### src/rtl/tpu_pkg.sv
// Shared TPU definitions: SYNC responder state encoding, busy-line bit
// positions and a small saturating counter helper.
package tpu_pkg;

    typedef enum logic [2:0] {
        IDLE,
        GRACE,
        WAIT,
        DONE,
        TMO
    } sync_state_t;

    localparam int SYNC_SYS_BIT = 0;
    localparam int SYNC_VPU_BIT = 1;
    localparam int SYNC_DMA_BIT = 2;
    localparam int SYNC_WT_BIT  = 3;

    // Cycle counter that sticks at all-ones instead of wrapping.
    function automatic logic [15:0] sat_inc16(input logic [15:0] value);
        return (value == 16'hFFFF) ? value : value + 16'd1;
    endfunction

endpackage

### src/rtl/tpu_sync_unit_if.sv
// SYNC handshake between tpu_controller (master) and tpu_sync_unit (slave).
interface tpu_sync_unit_if;

    logic        sync_wait;
    logic [3:0]  sync_mask;
    logic [15:0] sync_timeout;
    logic        sync_abort;
    logic        sync_stall;
    logic        sync_done;
    logic        sync_tmo;

    modport master (
        output sync_wait, sync_mask, sync_timeout, sync_abort,
        input  sync_stall, sync_done, sync_tmo
    );

    modport slave (
        input  sync_wait, sync_mask, sync_timeout, sync_abort,
        output sync_stall, sync_done, sync_tmo
    );

endinterface

### src/rtl/tpu_sync_unit.sv
// SYNC responder: accepts a request edge, ignores busy lines for a grace
// window, then waits for the masked units to go idle or for the timeout,
// and retires the SYNC with a one-cycle done or timeout pulse.
module tpu_sync_unit
    import tpu_pkg::*;
#(
    parameter int GRACE_CYCLES = 2,
    parameter int TMO_CNT_W    = 8
) (
    input  logic                 clk,
    input  logic                 rst_n,
    tpu_sync_unit_if.slave       sync_bus,
    input  logic                 sys_busy,
    input  logic                 vpu_busy,
    input  logic                 dma_busy,
    input  logic                 wt_busy,
    output logic [3:0]           tmo_busy_snap,
    output logic [TMO_CNT_W-1:0] tmo_count,
    output logic [15:0]          last_wait_cycles
);

    localparam logic [3:0] GRACE_INIT = 4'(GRACE_CYCLES);

    sync_state_t          state;
    logic                 wait_q;
    logic [15:0]          wait_cnt;
    logic [3:0]           grace_cnt;
    logic [3:0]           mask_r;
    logic [15:0]          tmo_r;

    logic [3:0]           busy_vec;
    logic [3:0]           busy_masked;
    logic                 request;
    logic                 all_idle;
    logic                 tmo_hit;
    logic [TMO_CNT_W-1:0] tmo_count_next;

    assign busy_vec[SYNC_SYS_BIT] = sys_busy;
    assign busy_vec[SYNC_VPU_BIT] = vpu_busy;
    assign busy_vec[SYNC_DMA_BIT] = dma_busy;
    assign busy_vec[SYNC_WT_BIT]  = wt_busy;

    assign busy_masked    = busy_vec & mask_r;
    assign all_idle       = (busy_masked == 4'd0);
    assign request        = sync_bus.sync_wait & ~wait_q;
    assign tmo_hit        = (tmo_r != 16'd0) && (wait_cnt >= tmo_r);
    assign tmo_count_next = (tmo_count == '1) ? tmo_count : tmo_count + TMO_CNT_W'(1);

    // Remember the previous request level so only a rising edge starts a SYNC.
    always_ff @(posedge clk or negedge rst_n) begin
        if (!rst_n) begin
            wait_q <= 1'b0;
        end else begin
            wait_q <= sync_bus.sync_wait;
        end
    end

    // SYNC sequencing; abort beats completion, completion beats timeout.
    always_ff @(posedge clk or negedge rst_n) begin
        if (!rst_n) begin
            state            <= IDLE;
            wait_cnt         <= 16'd0;
            grace_cnt        <= 4'd0;
            mask_r           <= 4'd0;
            tmo_r            <= 16'd0;
            tmo_busy_snap    <= 4'd0;
            tmo_count        <= '0;
            last_wait_cycles <= 16'd0;
        end else begin
            case (state)
                IDLE: begin
                    if (request) begin
                        state     <= GRACE;
                        mask_r    <= sync_bus.sync_mask;
                        tmo_r     <= sync_bus.sync_timeout;
                        wait_cnt  <= 16'd1;
                        grace_cnt <= GRACE_INIT;
                    end
                end
                GRACE: begin
                    if (sync_bus.sync_abort) begin
                        state <= IDLE;
                    end else if (tmo_hit) begin
                        state            <= TMO;
                        last_wait_cycles <= wait_cnt;
                        tmo_busy_snap    <= busy_masked;
                        tmo_count        <= tmo_count_next;
                    end else begin
                        wait_cnt  <= sat_inc16(wait_cnt);
                        grace_cnt <= grace_cnt - 4'd1;
                        if (grace_cnt <= 4'd1) begin
                            state <= WAIT;
                        end
                    end
                end
                WAIT: begin
                    if (sync_bus.sync_abort) begin
                        state <= IDLE;
                    end else if (all_idle) begin
                        state            <= DONE;
                        last_wait_cycles <= wait_cnt;
                    end else if (tmo_hit) begin
                        state            <= TMO;
                        last_wait_cycles <= wait_cnt;
                        tmo_busy_snap    <= busy_masked;
                        tmo_count        <= tmo_count_next;
                    end else begin
                        wait_cnt <= sat_inc16(wait_cnt);
                    end
                end
                DONE: begin
                    state <= IDLE;
                end
                TMO: begin
                    state <= IDLE;
                end
                default: begin
                    state <= IDLE;
                end
            endcase
        end
    end

    assign sync_bus.sync_stall = (state == GRACE) || (state == WAIT);
    assign sync_bus.sync_done  = (state == DONE);
    assign sync_bus.sync_tmo   = (state == TMO);

endmodule
### src/flat_wrapper.sv
// flat-port wrapper written by rule: the top's interface ports become plain ports
module tpu_sync_unit_flat import tpu_pkg::*;
#(
    parameter int GRACE_CYCLES = 2,
    parameter int TMO_CNT_W    = 8
)
  (clk, rst_n, sys_busy, vpu_busy, dma_busy, wt_busy, tmo_busy_snap, tmo_count, last_wait_cycles, sync_bus_sync_wait, sync_bus_sync_mask, sync_bus_sync_timeout, sync_bus_sync_abort, sync_bus_sync_stall, sync_bus_sync_done, sync_bus_sync_tmo);
  tpu_sync_unit_if sync_bus_i ();
  input  logic clk;
  input  logic rst_n;
  input  logic sys_busy;
  input  logic vpu_busy;
  input  logic dma_busy;
  input  logic wt_busy;
  output logic [3:0] tmo_busy_snap;
  output logic [TMO_CNT_W-1:0] tmo_count;
  output logic [15:0] last_wait_cycles;
  input wire logic [$bits(sync_bus_i.sync_wait)-1:0] sync_bus_sync_wait;
  input wire logic [$bits(sync_bus_i.sync_mask)-1:0] sync_bus_sync_mask;
  input wire logic [$bits(sync_bus_i.sync_timeout)-1:0] sync_bus_sync_timeout;
  input wire logic [$bits(sync_bus_i.sync_abort)-1:0] sync_bus_sync_abort;
  output wire logic [$bits(sync_bus_i.sync_stall)-1:0] sync_bus_sync_stall;
  output wire logic [$bits(sync_bus_i.sync_done)-1:0] sync_bus_sync_done;
  output wire logic [$bits(sync_bus_i.sync_tmo)-1:0] sync_bus_sync_tmo;
  assign sync_bus_i.sync_wait = sync_bus_sync_wait;
  assign sync_bus_i.sync_mask = sync_bus_sync_mask;
  assign sync_bus_i.sync_timeout = sync_bus_sync_timeout;
  assign sync_bus_i.sync_abort = sync_bus_sync_abort;
  assign sync_bus_sync_stall = sync_bus_i.sync_stall;
  assign sync_bus_sync_done = sync_bus_i.sync_done;
  assign sync_bus_sync_tmo = sync_bus_i.sync_tmo;
  tpu_sync_unit #(.GRACE_CYCLES(GRACE_CYCLES), .TMO_CNT_W(TMO_CNT_W)) u_core (.clk(clk), .rst_n(rst_n), .sync_bus(sync_bus_i), .sys_busy(sys_busy), .vpu_busy(vpu_busy), .dma_busy(dma_busy), .wt_busy(wt_busy), .tmo_busy_snap(tmo_busy_snap), .tmo_count(tmo_count), .last_wait_cycles(last_wait_cycles));
endmodule
### config.mk
export PLATFORM = sky130hd
export DESIGN_NAME = tpu_sync_unit_flat
export DESIGN_NICKNAME = d
export VERILOG_FILES = /design/src/rtl/tpu_pkg.sv /design/src/rtl/tpu_sync_unit_if.sv /design/src/rtl/tpu_sync_unit.sv /design/src/flat_wrapper.sv
export SDC_FILE = /design/constraint.sdc
export NUM_CORES = 1
export LEC_CHECK = 0
export BUFFER_PORTS_ARGS = -buffer_cell sky130_fd_sc_hd__buf_2
export CELL_PAD_IN_SITES_DETAIL_PLACEMENT = 0
export CELL_PAD_IN_SITES_GLOBAL_PLACEMENT = 2
export CORE_UTILIZATION = 32
export DETAILED_ROUTE_END_ITERATION = 8
export PLACE_DENSITY = 0.8
export SETUP_SLACK_MARGIN = 0.3
export SLEW_MARGIN = 20
export SYNTH_ARGS = -nofsm -noshare
export SYNTH_HDL_FRONTEND = slang
export SYNTH_SLANG_ARGS = --single-unit
### constraint.sdc
create_clock -name clk -period 2.3 [get_ports clk]
set_input_delay 0.23 -clock clk [delete_from_list [all_inputs] [get_ports clk]]
set_output_delay 0.23 -clock clk [all_outputs]
set_load 0.01 [all_outputs]
==> out/results.ini, run 1 <==
[outcome]
status=complete, but fails checks
violations=DRC, setup timing

[power_and_ir_drop]
p_int_w=0.003557
p_seq_frac=0.341
peakVddDrop_mv=0.5765
leakagePower_nw=2.537
swShare=0.3228
finalPower_w=0.005252
p_comb_frac=0.335
switchingPower_w=0.001695
pwr_density_cell_mw_per_mm2=1014
clock_power_share=0.324

[grt]
grt_overflow=0
grt_pass1_vias=3248
grt_util_met2=0.2713
grt_pass1_wl_um=16300
met1_usage=0.2207
grt_busiest_layer=met2
grtUsageMet3=0.04300
grtUsageTotal=0.1677
antenna_found_initial=0
grt_max_degree=47

[synthesis]
yosysWarnings=0
synth_fa_ha_area_frac=0.06542
synthSimpleGateAreaFrac=0.2044
ys_ff_latch=72
ys_seq_area_frac=0.4711
async_reset_ff_frac=1.000
synth.avg_cell_area_um2=9.884
synth_nets=435
ys.flop_type=dfrtp_1
synth_edf_count=0
yosysTopAreaCell=dfrtp_1
synthMuxAreaShare=0.07393
synth-xor-area-share=0.01570
yosysUniqueCellTypes=53
synth_top_family_by_area=simple AND/OR/NAND/NOR gates
synth_top_area_share=0.4711
synth-compound-area-share=0.1227
synth.top_cells.by_area=dfrtp_1 (47%), ha_1 (6.5%), nand2_1 (5.6%)
synthCells=387
syn_area_mm2=0.003825

[placed_design]
hpwl_um=6940
port-buffer-count=58
post-place-ws_ns=-0.1078
place_congestion=0.8358

[clock_tree]
htreeDepth=3
clock_latency_ns=0.33
cts_sinks=72
cts_tree=yes
path_clk_slew_ns=0.06
cts-root-buf=clkbuf_16
cts.path.max_buffers=2
cts-buffers-inserted=9

[floorplan]
die_area_mm2=0.01239
boundaryPins=59
rows=39
die_h_um=111.3
core_mm2=0.01152
die_w_um=111.3
start_util=0.3321

[sta]
relSlewSlack=0.3144
setup_viol=24
worstMarginPinSlew_ns=1.014
fmax_mhz=413.2
setup_slack_ns=-0.1204
min_period_ns=2.420
fin_crit_sh=1.052
rsz0062_at_grt=true
drv_slew=0
clock_skew_ns=0.009173
hold_violations=0

[min_path]
hold_depth=1
worstHoldPathType=in -> reg
holdCritStartpoint=sync_bus_sync_wait

[finish]
antenna_cells=0
final_common_cell=dfrtp_1
drive_gt1_frac=0.3550
fillers=1116
layout_common_cells=dfrtp_1 (71), buf_2 (58), nand2_1 (53)
fin_nets=536
area_delta_synth_final_pct=35.39

[setup_path]
critPathMaxFanout=3
critPathCaptureType=flip-flop
cp_num_cells=8
cp-start-kind=flip-flop
crit_path_start=u_core.tmo_r[0]$_DFFE_PN0P_
crit_chain=ha_1 > nand2b_4 > a2111o_1 > a41oi_2 > a21oi_2 > buf_4 > or4_4 > a21oi_2
reg2reg_depth=8
criticalPathCategory=reg -> reg
slowest_delay_ns=0.47
critPathTopFamily=compound AO/OA/AOI/OAI gates
r2r_slack_ns=-0.12
crit_buf_inv=1
cp_common_cell=a21oi_2
worstReg2RegStart=u_core.tmo_r[0]$_DFFE_PN0P_
cp_slowest_cell=or4_4
required_ns=2.56
worst_ep_arrival_time_ns=2.68

[run]
cap_violations=0

[detailed_routing]
drc=10
routed_wl_um=9660
drtIter0Drc=115
drt_first_pass_iters=6
vias=3151
vias_per_cell=4.954
drtAntennaViolNets=0
wl_per_cell_um=15.19

stage by stage:
| step | area (um2) | TNS (ns) | cells | util | hold slack [ns] |
|---|---|---|---|---|---|
| finish | 5179 | -1.092 | 636 | 0.4497 | 0.03674 |
| global route | 5179 | -6.474 | 636 | 0.4497 | 0.03492 |
| CTS | 5065 | -1.312 | 633 | 0.4398 | 0.02508 |
| detailed placement | 4587 | -1.149 | 612 | 0.3983 | 0.2963 |
| global placement | 4587 | -0.3727 | 612 | 0.3983 | 0.2849 |
| floorplan | 3887 | 0 | 387 | - | -0.06559 |
sequential cells by signal, indices dropped and copies added (netlist names):
register	count
u_core.last_wait_cycles	16
u_core.tmo_r	16
u_core.wait_cnt	16
u_core.tmo_count	8
u_core.grace_cnt	4
u_core.mask_r	4
u_core.tmo_busy_snap	4
u_core.state	3
u_core.wait_q	1
cell families after synthesis:
kind of cell / count (synthesis)
AOI/OAI and AO/OA: 72
xor gates and xnor gates: 6
adders and majority gates: 20
buffers and inverters: 39
DFF: 72
muxes: 26
and+or+nand+nor: 152
layer usage:
metal / up-vias / wire length [um]
li1: 1572 / -
met1: 1498 / 4688
met2: 68 / 4396
met3: 13 / 429
met4: 0 / 146
met5: - / 0
path summary, 6_finish.rpt:
kind / end
max: u_core.wait_cnt[13]$_DFFE_PN0P_
min: u_core.wait_q$_DFF_PN0_
max reg2reg: u_core.wait_cnt[13]$_DFFE_PN0P_
min reg2reg: u_core.mask_r[3]$_DFFE_PN0P_
max in group asynchronous: u_core.tmo_busy_snap[2]$_DFFE_PN0P_
min in group asynchronous: u_core.tmo_r[10]$_DFFE_PN0P_
power by group through the flow:
stage                     sequential [W]  combinational (W)  clock (W)
after floorplan                  0.00174            0.00110          0
after global placement           0.00179            0.00162          0
after detailed placement         0.00180            0.00165          0
after CTS                        0.00178            0.00175    0.00174
after global routing             0.00183            0.00199    0.00180
final                            0.00179            0.00176    0.00170
worst register-to-register path: stages, from the launching register on:
cell and delay, ns:
dfrtp_1 0.38, ha_1 0.29, nand2b_4 0.14, a2111o_1 0.40, a41oi_2 0.26, a21oi_2 0.12, buf_4 0.16, or4_4 0.47
a21oi_2 0.14
repair_timing:
item,in CTS,in global routing
pin swaps,4,7
hold endpoints to repair,24,0
setup buffers,4,3
gates resized for setup,17,20
hold buffers,1,0
setup endpoints to repair,51,55
synthesized netlist by cell type (all sizes together), types with 2 or more instances:
cell	n
a21bo	2
a21oi	21
a2bb2oi	2
a31oi	2
a41oi	2
and2	3
and3	6
and4	2
buf	10
clkbuf	7
dfrtp	72
ha	20
inv	22
mux2	18
mux2i	8
nand2	58
nand2b	4
nand3	19
nand3b	2
nand4	8
nor2	15
nor2b	2
nor3	8
nor4	4
nor4b	2
o21ai	30
o21bai	2
o31ai	3
or3	13
or4	2
xnor2	5
area by class of cell:
cell class / instances / area (um2) / share of cell area
clock inverter: 6 / 132.6 / 0.02561
timing repair buffer: 107 / 721.9 / 0.1394
clock buffer: 10 / 229.0 / 0.04421
multi-input combinational: 276 / 2031 / 0.3921
sequential: 72 / 1803 / 0.3482
inverter: 22 / 82.58 / 0.01595
tap: 143 / 178.9 / 0.03455
Note: power is estimated with default switching activity, not from simulation.
==> run 2: changes to the inputs <==
- CORE_ASPECT_RATIO: not set -> 0.7
==> run 2 against run 1 <==
Net effect:
- the run ends with setup timing left
- final area up 2.3%
- worst setup slack got worse by 0.018 ns
- global-route usage increased by 1.0 points
- non-clock buffer count increased by 12
- combinational power grew 15%
- sequential power barely moved
- final cell count up 3.3%
- count of clock-buffer cells in the layout increased by 5
- clock power fell by 22%
- critical endpoint is now u_core.last_wait_cycles[0]$_DFFE_PN0P_
==> out/results.ini, run 2 (same netlist as run 1, synthesis figures left out) <==
[outcome]
status=complete, but fails checks
violations=setup timing

[setup_path]
crit_chain=ha_4 > buf_4 > nand2_1 > o21ai_0 > a41oi_2 > a21o_2 > a21oi_4 > buf_6 > buf_6 > mux2_4
worst_ep_arrival_time_ns=2.65  ; -0.03 ns
critPathMaxFanout=5  ; +2
slowest_delay_ns=0.44  ; -0.03 ns
reg2reg_depth=10  ; +2
crit-reg2reg-capture=u_core.last_wait_cycles[0]$_DFFE_PN0P_
critPathCaptureType=flip-flop
r2r_slack_ns=-0.14  ; -0.02 ns
cp_common_cell=buf_6
criticalPathCategory=reg -> reg
required_ns=2.52  ; -0.04 ns
worstReg2RegStart=u_core.wait_cnt[15]$_DFFE_PN0P_
crit_buf_inv=3  ; +2
critPathTopFamily=compound AO/OA/AOI/OAI gates
cp_slowest_cell=dfrtp_2
cp-start-kind=flip-flop

[sta]
hold_violations=0  ; unchanged
setup_viol=26  ; +8.3%
fmax_mhz=410.1  ; -0.74%
fin_crit_sh=1.060  ; +0.007806
relSlewSlack=0.3499  ; +0.03546
min_period_ns=2.438  ; +0.01795 ns
clock_skew_ns=0.004442  ; -0.004732 ns
drv_slew=0  ; unchanged
setup_slack_ns=-0.1383  ; -0.01795 ns
worstMarginPinSlew_ns=0.9616  ; -0.05244 ns
rsz0062_at_grt=true

[power_and_ir_drop]
pwr_density_cell_mw_per_mm2=968.2  ; -4.5%
leakagePower_nw=2.561  ; +0.96%
peakVddDrop_mv=0.4675  ; -19%

[min_path]
holdCritStartpoint=sync_bus_sync_wait
hold_end=u_core.wait_q$_DFF_PN0_
worstHoldPathType=in -> reg
hold_depth=1  ; unchanged

[floorplan]
rows=32  ; -18%
boundaryPins=59  ; unchanged
die_h_um=93.47  ; -16%
die_w_um=132.7  ; +19%
start_util=0.3376  ; +0.005428
die_area_mm2=0.01240  ; about the same
core_mm2=0.01133  ; -1.6%

[grt]
grt_pass1_wl_um=16590  ; +1.8%
antenna_found_initial=0  ; unchanged
grt_max_degree=73  ; +55%
grt_overflow=0  ; unchanged
grtUsageTotal=0.1781  ; +0.01031
grt_pass1_vias=3119  ; -4.0%

[finish]
drive_gt1_frac=0.3849  ; +0.02995
layout_common_cells=dfrtp_1 (71), buf_2 (58), nand2_1 (53)
largestRegisters=u_core.last_wait_cycles (16), u_core.tmo_r (16), u_core.wait_cnt (16)
fin_nets=548  ; +2.2%
antenna_cells=0  ; unchanged
utilization=0.4676  ; +0.01795
final_common_cell=dfrtp_1
final_cells=657  ; +3.3%
area_delta_synth_final_pct=38.53

[detailed_routing]
drc=0  ; -10
wl_per_cell_um=15.76  ; +3.8%
vias_per_cell=4.918  ; -0.74%
vias=3231  ; +2.5%
drtIter0Drc=157  ; +37%
routed_wl_um=10360  ; +7.2%
drtAntennaViolNets=0  ; unchanged
drt_first_pass_iters=4  ; -2

[clock_tree]
cts-root-buf=clkbuf_16
htreeDepth=3  ; unchanged
cts_tree=yes
cts.path.max_buffers=2  ; unchanged
path_clk_slew_ns=0.05  ; about the same
cts-buffers-inserted=9  ; unchanged
clock_latency_ns=0.34  ; about the same
cts_sinks=72  ; unchanged

[run]
cap_violations=0  ; unchanged

[placed_design]
hpwl_um=7176  ; +3.4%
port-buffer-count=58  ; unchanged
place_congestion=0.7816  ; -6.5%
placed_cells=629  ; +2.8%

-- run 2: cell count changes in the layout (fill, tap and decap cells not counted), sizes merged --
cell	before	now
clkinv	1	0
bufinv	4	0
clkbuf	10	15
clkinvlp	1	0
buf	106	118
-- run 2: area by class of cell --
| cell class | count | area [um2] |
|---|---|---|
| Timing Repair Buffer | 119 | 878.3 |
| Multi-Input combinational cell | 276 | 2066 |
| Tap cell | 153 | 191.4 |
| Clock buffer | 15 | 277.8 |
| Fill cell | 1085 | 6032 |
| Sequential cell | 72 | 1803 |
| Inverter | 22 | 82.58 |
-- run 2: per-stage QoR --
stage / area [um2] / hold WS, ns / setup WS (ns) / total power (W) / setup TNS (ns)
after CTS: 5174 / 0.03572 / -0.1220 / 0.005058 / -2.229
final: 5299 / 0.04686 / -0.1383 / 0.005131 / -2.329
after detailed placement: 4677 / 0.2951 / -0.09177 / 0.003565 / -1.579
after global routing: 5299 / 0.03819 / -0.2027 / 0.005488 / -4.786
after global placement: 4677 / 0.2915 / -0.08768 / 0.003540 / -1.420
after floorplan: 3887 / -0.06559 / 0.02223 / 0.002846 / 0
-- run 2: where the power goes --
group	total [W]	internal, W	switching (W)
clock	0.00133	0.000814	0.000513
sequential	0.00178	0.00156	0.000227
combinational	0.00202	0.000979	0.00104
total	0.00513	0.00335	0.00178
-- run 2: how the worst max path moves through the flow --
stage,cells after the start,startpoint,to
floorplan,8,u_core.wait_cnt[13]$_DFFE_PN0P_,u_core.last_wait_cycles[10]$_DFFE_PN0P_
global placement,9,u_core.tmo_r[13]$_DFFE_PN0P_,u_core.last_wait_cycles[1]$_DFFE_PN0P_
detailed placement,9,u_core.tmo_r[14]$_DFFE_PN0P_,u_core.wait_cnt[13]$_DFFE_PN0P_
CTS,9,u_core.wait_cnt[15]$_DFFE_PN0P_,u_core.last_wait_cycles[7]$_DFFE_PN0P_
global route,9,u_core.wait_cnt[11]$_DFFE_PN0P_,u_core.last_wait_cycles[4]$_DFFE_PN0P_
finish,10,u_core.wait_cnt[15]$_DFFE_PN0P_,u_core.last_wait_cycles[0]$_DFFE_PN0P_
-- run 2: repair_timing --
action	4_1_cts	5_1_grt
pin swaps	8	6
buffers inserted	6	5
setup endpoints to repair	51	52
hold buffers	1	0
gates resized for setup	38	22
endpoints found under the hold margin	72	0
cloned	1	0
-- run 2: per-layer routing --
layer / vias to the layer above / routed length, um / track usage
met5: - / 0 / 0
met4: 0 / 152 / 0.06609
met3: 14 / 398 / 0.03902
met2: 63 / 4070 / 0.2360
met1: 1554 / 5734 / 0.2744
li1: 1600 / - / -
